==> src/rtl/fetch_unit.sv <==
// PC generation and fetch sequencing in front of a synchronous-read instruction memory.
// Handles decode stalls (address replay), redirects (squash + refetch), halt and an accept counter.
module fetch_unit #(
    parameter logic [15:0] RESET_PC  = 16'h0000,
    parameter int          CNT_WIDTH = 32
) (
    input  logic                 clk,
    input  logic                 rst_n,
    input  logic                 stall,
    input  logic                 redirect_valid,
    input  logic [15:0]          redirect_pc,
    input  logic                 halt_req,
    output logic [15:0]          imem_pc,
    input  logic [31:0]          imem_instr,
    output logic [15:0]          if_pc,
    output logic [31:0]          if_instr,
    output logic                 if_valid,
    output logic                 misalign_err,
    output logic                 halted,
    output logic [CNT_WIDTH-1:0] fetch_count
);

    typedef enum logic [1:0] {
        BOOT = 2'd0,
        RUN  = 2'd1,
        HALT = 2'd2
    } state_t;

    state_t      state, state_nxt;
    logic [15:0] pc_r, pc_nxt;
    logic [15:0] req_pc_r, req_pc_nxt;
    logic        req_valid_r, req_valid_nxt;
    logic        misalign_nxt;
    logic [15:0] target;
    logic        accept;

    assign target = {redirect_pc[15:2], 2'b00};
    assign accept = if_valid & ~stall;

    // NOTE: state registers use non-blocking assignments so every register samples pre-edge values.
    always_ff @(posedge clk) begin
        if (!rst_n) begin
            state        <= BOOT;
            pc_r         <= RESET_PC;
            req_pc_r     <= RESET_PC;
            req_valid_r  <= 1'b0;
            misalign_err <= 1'b0;
            fetch_count  <= '0;
        end else begin
            state        <= state_nxt;
            pc_r         <= pc_nxt;
            req_pc_r     <= req_pc_nxt;
            req_valid_r  <= req_valid_nxt;
            misalign_err <= misalign_nxt;
            if (accept) begin
                fetch_count <= fetch_count + CNT_WIDTH'(1);
            end
        end
    end

    // NOTE: every signal gets a default first so no path through the case infers a latch.
    always_comb begin
        state_nxt     = state;
        pc_nxt        = pc_r;
        req_pc_nxt    = req_pc_r;
        req_valid_nxt = req_valid_r;
        misalign_nxt  = 1'b0;
        case (state)
            BOOT: begin
                state_nxt     = RUN;
                pc_nxt        = pc_r + 16'd4;
                req_pc_nxt    = pc_r;
                req_valid_nxt = 1'b1;
            end
            RUN: begin
                if (redirect_valid) begin
                    pc_nxt        = target + 16'd4;
                    req_pc_nxt    = target;
                    req_valid_nxt = 1'b1;
                    misalign_nxt  = |redirect_pc[1:0];
                end else if (stall) begin
                    // hold everything; imem_pc replays req_pc_r so the data stays put
                end else if (halt_req) begin
                    req_valid_nxt = 1'b0;
                    state_nxt     = HALT;
                end else begin
                    pc_nxt        = pc_r + 16'd4;
                    req_pc_nxt    = pc_r;
                    req_valid_nxt = 1'b1;
                end
            end
            HALT: begin
                if (redirect_valid) begin
                    state_nxt     = RUN;
                    pc_nxt        = target + 16'd4;
                    req_pc_nxt    = target;
                    req_valid_nxt = 1'b1;
                    misalign_nxt  = |redirect_pc[1:0];
                end
            end
            default: begin
                state_nxt = BOOT;
            end
        endcase
    end

    // Reset is synchronous, so outputs are gated by rst_n to be quiet in the first reset cycle too.
    always_comb begin
        if_pc    = req_pc_r;
        if_instr = imem_instr;
        if_valid = rst_n & req_valid_r & ~redirect_valid;
        halted   = rst_n & (state == HALT);
        if (!rst_n) begin
            imem_pc = RESET_PC;
        end else if (redirect_valid) begin
            imem_pc = target;
        end else if (stall && state == RUN) begin
            imem_pc = req_pc_r;
        end else begin
            imem_pc = pc_r;
        end
    end

endmodule
==> config.mk <==
export PLATFORM = sky130hd
export DESIGN_NAME = fetch_unit
export DESIGN_NICKNAME = d
export VERILOG_FILES = /design/src/rtl/fetch_unit.sv
export SDC_FILE = /design/constraint.sdc
export NUM_CORES = 1
export LEC_CHECK = 0
export BUFFER_PORTS_ARGS = -buffer_cell sky130_fd_sc_hd__buf_2
export CAP_MARGIN = 5
export CORE_AREA = 2 2 94 96
export CTS_CLUSTER_DIAMETER = 40
export CTS_CLUSTER_SIZE = 16
export DETAILED_ROUTE_END_ITERATION = 8
export DIE_AREA = 0 0 96 98
export PLACE_DENSITY = 0.79
export SKIP_CTS_REPAIR_TIMING = 1
export SYNTH_ARGS = -nofsm -noshare
export SYNTH_HDL_FRONTEND = slang
export SYNTH_SLANG_ARGS = --single-unit
==> constraint.sdc <==
create_clock -name clk -period 2.4 [get_ports clk]
set_input_delay 0.48 -clock clk [delete_from_list [all_inputs] [get_ports clk]]
set_output_delay 0.48 -clock clk [all_outputs]
set_load 0.01 [all_outputs]
Word-level counts from Yosys, hierarchy flattened

Index checks and enable logic that the tools add are counted.

Multiplexer cells: 23
Multiply operators: 0
Shifts and indexed selects: 0
Div/mod/pow operators: 0
Reductions and logical operators: 9
Magnitude comparators: 0
Add/subtract/negate cells: 3
Eq/ne operators: 8
Bitwise operators: 6

Operators with widths:

| cell                                                 | count |
|---|---|
| two-way mux 16 bit                                   | 11 |
| case mux 16 bit (3 select lines)                     | 2 |
| adder 16 x 3 -> 16 bit (second input constant)       | 2 |
| adder 32 x 1 -> 32 bit (second input constant)       | 1 |
| two-way mux 2 bit                                    | 4 |
| inequality test 2 bit (second input constant)        | 4 |
| AND reduction 4 bit                                  | 2 |
| inequality test 3 bit (second input constant)        | 2 |
| case mux 2 bit (3 select lines)                      | 1 |
| AND reduction 3 bit                                  | 2 |
| bitwise AND 1 bit                                    | 4 |
| two-way mux 1 bit                                    | 4 |
| OR reduction 2 bit                                   | 2 |
| case mux 1 bit (3 select lines)                      | 1 |
| nonzero test 3 bit                                   | 1 |
| equality test 2 x 1 -> 1 bit (second input constant) | 1 |
| equality test 2 bit (second input constant)          | 1 |
| zero test 2 bit                                      | 1 |
| inverter 1 bit                                       | 2 |
| logical AND 1 bit                                    | 1 |

Memory bits (read-only): 0
Register bits: 68
Input bits: 53
Output and inout bits: 99
Latch bits: 0
RAM bits: 0
Memories kept: 0

Depth between registers and ports, before layout

Gate-level depths: netlist of the first run.

Depth after elaboration: 5
Depth in mapped cells: 9

Least setup slack after synthesis of the first run

No wires, ideal clock.

Path kind: register to output
Start point: register state[1]
End point: output imem_pc[1]
Setup slack: 0.423 ns
Path buffers: 2
Stages on the path, launching flop included: 7
Arrival time: 1.497 ns
Required time: 1.920 ns
Cells stage by stage: dfxtp_1 > inv_1 > ha_1 > nand2_1 > clkbuf_1 > nor3_1 > buf_4

Cells in the longest elaborated chain, start to end: 5

Ends and longest elaborated chain:

| item                         | RTL line | RTL |
|---|---|---|
| start: declaration           | 29       | `state_t state, state_nxt;` |
| start signal: assignment     | 50       | `state <= state_nxt;` |
| equality test 2 x 1 -> 1 bit | 117      | `end else if (stall && state == RUN) begin` |
| logical AND 1 bit            | 117      |  |
| two-way mux 16 bit           | 117      |  |
| two-way mux 16 bit           | 115      | `end else if (redirect_valid) begin` |
| two-way mux 16 bit           | 113      | `if (!rst_n) begin` |
| end: declaration             | 13       | `output logic [15:0] imem_pc,` |

Every way passes these cells.

Worst setup path after layout of the first run

Start point: register state[1]
End point: output imem_pc[4]

Same word-level chain as after synthesis.

==> results of run 1 <==
## cell families (layout without fill, tap and decap cells)
group,after synthesis,count (layout)
buf+inv,87,131
compound gates,116,116
fa+ha+maj,7,7
mux,4,4
flops,65,65
simple gates,230,230
xor+xnor,31,31
## routing by layer
| metal | GRT usage | up-vias |
|---|---|---|
| li1 | - | 1985 |
| met4 | 0.08681 | 0 |
| met2 | 0.3558 | 225 |
| met3 | 0.06481 | 13 |
| met1 | 0.3139 | 1978 |
| met5 | 0 | - |
## worst paths after layout
kind | startpoint | end | slack [ns] | depth (start not counted)
max | state[1] | imem_pc[4] | 0.11 | 9
min | redirect_pc[0] | misalign_err | 0.39 | 3
max reg2reg | state[0] | pc_r[5] | 0.31 | 7
min reg2reg | req_valid_r | req_valid_r | 0.50 | 2
## power by group
group          internal, mW  total, mW  switching [mW]
sequential             1.12       1.18          0.0593
clock                 0.593       1.07           0.477
combinational         0.213      0.546           0.334
## stage by stage
step | std cells | area [sq um] | total power [mW] | setup slack, ns | setup TNS, ns
global route | 692 | 4623 | 2.914 | 0.03966 | 0
floorplan | 540 | 4083 | 1.592 | 0.4230 | 0
CTS | 691 | 4561 | 2.771 | -0.07709 | -0.4534
global placement | 675 | 4335 | 1.700 | 0.2558 | 0
detailed placement | 675 | 4335 | 1.711 | 0.1870 | 0
finish | 692 | 4623 | 2.800 | 0.1068 | 0
## registers in the layout, summed over array words and instances (netlist names)
signal	cells
fetch_count	32
pc_r	14
req_valid_r	1
state	2
if_pc	15
misalign_err	1
## cells in the final DEF, fill, tap and decap left out, types with 18 or more instances in the layout
master,count
a21oi_1,43
nand4_1,18
dfxtp_1,64
nand2_1,39
nor3_1,22
xor2_1,21
nor2_1,61
o21ai_0,23
buf_2,87
nand3_1,36
## cell type report
type	count	area (sq um)	area share
timing repair buffer	104	591.8	0.1280
clock buffer	9	123.9	0.02679
clock inverter	7	101.3	0.02192
inverter	11	41.29	0.008931
sequential	65	1303	0.2817
tap	108	135.1	0.02923
multi-input combinational	388	2327	0.5034
## worst min-delay path: stages
cell and delay, ns:
buf_2 0.07, nor2_1 0.03, nor3_1 0.11
==> flow_summary.ini, run 1 <==
[detailed_routing]
ant_nets = 0
drt_iter0_markers = 343
dr_wl_met2_um = 5260
drt-pass1-iter-count = 6
post-route-drc-count = 0
dr_total_vias = 4201
route.layer.met1.wl_um = 4661
routed_wl_um = 11300
wl_per_cell_um = 16.32
wl_met3_um = 1222
highest_layer = met4
vias_per_cell = 6.071

[die]
ioPinCount = 152
die_x_um = 96
rows = 34
die_area_sq_um = 9408
core_area_sq_um = 8466
fp.dieH_um = 98
initial_utilization = 0.4823

[synth]
ys_types = 48
synth.avg_cell_area_sq_um = 7.560
synth_warnings = 0
yosysTopAreaCellShare = 0.3187
synth_ff_type = dfxtp_1
synth_edf_count = 0
yosys.area_share.simple = 0.2872
synth_compound_area_frac = 0.1781
synth_area_leaders = dfxtp_1 32%, buf_4 6.6%, nor2_1 5.6%, a21oi_1 5.4%, xor2_1 4.5%
async_flop_share = 0
synth_mux_area_frac = 0.009807
synth.most_common_cell = dfxtp_1
syn_area_sq_um = 4083
yosysSeqAreaShare = 0.3187
yosysTopAreaCell = dfxtp_1
yosys-top-cells-count = 65 x dfxtp_1, 61 x nor2_1, 44 x a21oi_1
synth-xor-area-share = 0.06650
synth-adder-area-share = 0.02145
syn_nets = 600
syn_inst = 540
synth_top_family_by_area = simple AND/OR/NAND/NOR gates
ys_seq_elements = 65

[critical_path]
cp_common_cell = a21oi_1
slowest_delay_ns = 0.36
cp_max_fo = 7
startpoint_type = flip-flop
cp_data_arrival_time_ns = 1.81
path_class = flip-flop to output pin
end_kind = output pin
critPathBufInv = 3
crit_chain = inv_1, ha_4, nand2_4, buf_8, nand2_1, a21oi_1, a21oi_1, nor2_1, buf_2
crit_slowest_cell = dfxtp_2
crit_required_ns = 1.92
crit_family = buffers and inverters

[clock_network]
cts_tree = yes
clock-sinks = 65
clk_latency_ns = 0.36
cts-buffers-inserted = 9
htreeDepth = 3
clk_pin_slew_ns = 0.08
clockRootBuffer = clkbuf_8
cts_buffer_depth = 2

[layout]
fin_nets = 639
drive_gt1_frac = 0.2209
fillers = 805
fin_util = 0.5461
synthToLayoutAreaGrowth_pct = 13.24
insertedDiodeCount = 0

[timing]
finalHoldWorstSlack_ns = 0.3942
rsz0062_at_grt = false
finalSetupViolations = 0
fin_skew_ns = 0.01873
hold_viol_final = 0
worst_pin_slew_ns = 0.6007
fmax_ghz = 0.4361
period_needed_ns = 2.293
post-route-period-util = 0.9555
maxSlewViolCount = 0
relSlewSlack = 0.5995

[global_routing]
grt_remaining_overflow = 0
grt_first_pass_wirelength_um = 17840
antenna_found_initial = 0
grt_max_degree = 35
grt_pass1_vias = 3782
grt_util_all_layers = 0.2337

[min_path]
hold_class = primary input to flip-flop

[placed_design]
port_buffers = 87
dp_hpwl_um = 7883
gp_congestion = 0.9305

[job]
maxCapViolCount = 0

[pwr]
cellLeakagePower_nw = 1.890
ir_drop_mv = 0.3103
powerDensity_nw_per_um2 = 605.7

[outcome]
status = completed
Power figures use the tool's default switching activity.
==> run 2, diff against run 1 <==
Settings changed: ABC_AREA set to 1, CORE_AREA 2 2 94 96 to 2 2 98 100, DIE_AREA 0 0 96 98 to 0 0 100 102.
==> run 2 against run 1 <==
Against the previous run: sequential power grew 27%; sequential share of layout area fell by 2.3 points; via count rose by 16%; clock-buffer cell count increased by 4; utilization increased by 0.58 points; fmax about the same; clock skew is 0.0069 ns lower; critical endpoint is now imem_pc[5]; wire length rose by 10%; register-to-register slack improved by 0.10 ns; first-iteration DRC count up 0.58%.
==> flow_summary.ini, run 2 <==
[global_routing]
grt_max_degree = 36
met3_usage = 0.04856
use_met2 = 0.4298
grt_remaining_overflow = 0
grt.busiest_layer = met2
grt_pass1_vias = 4377
grt_util_met1 = 0.2990
grt_first_pass_wirelength_um = 20110
grt_util_all_layers = 0.2449
antenna_found_initial = 0

[detailed_routing]
drt_iter0_markers = 345
ant_nets = 0
vias_per_cell = 5.269
wl_per_cell_um = 13.41
dr_total_vias = 4879
post-route-drc-count = 0
drt-pass1-iter-count = 5
routed_wl_um = 12420

[pwr]
p_sw_frac = 0.4193
clkPwrFrac = 0.213
powerDensity_nw_per_um2 = 813.9
combPwrFrac = 0.422
power_frac_seq = 0.366
internal_power_mw = 2.376
ir_drop_mv = 0.4564
switching_power_mw = 1.716
cellLeakagePower_nw = 2.286

[die]
ioPinCount = 152
rows = 35
die_x_um = 100
initial_utilization = 0.4951
core_area_sq_um = 9109
fp.dieH_um = 102
die_area_sq_um = 10200

[synth]
ys_types = 34
synth_area_leaders = dfxtp_1 29%, nand2_1 16%, nor2_1 9.4%, a21oi_1 7.8%, inv_1 7.4%
synth.avg_cell_area_sq_um = 5.957
syn_nets = 817
synth_warnings = 0
syn_inst = 757
synth.most_common_cell = nand2_1
synth_edf_count = 0
synth_ff_type = dfxtp_1
yosysTopAreaCell = dfxtp_1
yosysSeqAreaShare = 0.2886
syn_area_sq_um = 4509
yosys-top-cells-count = 189 x nand2_1, 113 x nor2_1, 89 x inv_1
yosysTopAreaCellShare = 0.2886
ys_seq_elements = 65
async_flop_share = 0

[timing]
timing.final.ws_setup_ns = 0.1089
period_needed_ns = 2.291
post-route-period-util = 0.9546
rsz0062_at_grt = false
relSlewSlack = 0.6119
fmax_ghz = 0.4365
hold_viol_final = 0
finalSetupTns_ns = 0
maxSlewViolCount = 0
worst_pin_slew_ns = 0.5777
fin_skew_ns = 0.01188
finalSetupViolations = 0

[clock_network]
clk_pin_slew_ns = 0.08
clockRootBuffer = clkbuf_8
clk_latency_ns = 0.35
clock-sinks = 65
cts_tree = yes
htreeDepth = 3
cts_buffer_depth = 2
cts-buffers-inserted = 9

[min_path]
hold_start = redirect_pc[14]
hold_class = primary input to flip-flop

[layout]
layout_common_cells = 189 x nand2_1, 113 x nor2_1, 89 x inv_1
synthToLayoutAreaGrowth_pct = 11.49
fin_util = 0.5519
insertedDiodeCount = 0
drive_gt1_frac = 0.1534
max_flop_register = fetch_count
largest_reg_flops = 32
fin_nets = 870
fillers = 977
final_common_cell = nand2_1

[critical_path]
end_kind = output pin
cp_max_fo = 26
r2r-start = state[1]
crit_required_ns = 1.92
crit_start = state[1]
path_class = flip-flop to output pin
startpoint_type = flip-flop
cp_data_arrival_time_ns = 1.81

[placed_design]
port_buffers = 87
place_ws_ns = 0.2075
gp_congestion = 0.9195
dp_hpwl_um = 9200

[outcome]
status = completed

[job]
maxCapViolCount = 0
-- run 2: cell types whose count changed after synthesis, moves of 15 or more --
cell / delta
nand2_1: +149
inv_1: +78
nor2_1: +52
o21ai_0: +38
a21oi_1: +26
xor2_1: -19
clkbuf_1: -17
o21ai_1: +15
-- run 2: layout make-up --
class | instances | area [sq um] | share of cell area
clock buffer | 13 | 158.9 | 0.03161
clock inverter | 3 | 15.01 | 0.002987
inverter | 91 | 346.6 | 0.06894
multi-input combinational | 543 | 2484 | 0.4940
sequential | 65 | 1301 | 0.2588
tap | 111 | 138.9 | 0.02763
timing repair buffer | 100 | 583.1 | 0.1160
-- run 2: worst paths after layout --
check	end	slack (ns)	depth (start not counted)
max reg2reg	pc_r[3]	0.41	10
max	imem_pc[5]	0.11	9
min reg2reg	if_pc[13]	0.51	2
min	if_pc[14]	0.39	3
-- run 2: power groups by stage --
stage / clock network, mW / registers [mW] / logic, mW
final: 0.870 / 1.50 / 1.73
after global routing: 0.940 / 1.52 / 1.94
after CTS: 0.882 / 1.49 / 1.70
after detailed placement: 0 / 1.51 / 1.69
after global placement: 0 / 1.51 / 1.67
after floorplan: 0 / 1.51 / 1.18
-- run 2: cells by family after synthesis --
kind of cell    Yosys count  share of synthesized area
compound gates          154                     0.1754
xor+xnor                  6                    0.01165
fa+ha+maj                 7                    0.01942
buf+inv                 149                     0.1607
flops                    65                     0.2886
simple gates            376                     0.3443
-- run 2: metrics by stage --
step / area [sq um] / instances / power (mW) / hold slack (ns)
final: 5027 / 926 / 4.092 / 0.3947
after detailed placement: 4850 / 910 / 3.198 / 0.4811
after floorplan: 4509 / 757 / 2.690 / 0.4890
after global routing: 5027 / 926 / 4.398 / 0.4001
after global placement: 4850 / 910 / 3.183 / 0.4872
after CTS: 5024 / 926 / 4.073 / 0.3924
-- run 2: worst max-delay path, cell delays in order (launching register included) --
cell and delay [ns]:
dfxtp_1 0.37, inv_1 0.09, ha_1 0.21, nand2_2 0.14
inv_6 0.11, nand2_1 0.07, o21ai_0 0.07, o21ai_1 0.21
inv_1 0.06, buf_2 0.14
-- run 2: routing by layer --
layer | up-vias | routed length, um
li1 | 2493 | -
met3 | 24 | 892
met1 | 2160 | 5380
met2 | 202 | 5943
met5 | - | 0
met4 | 0 | 206
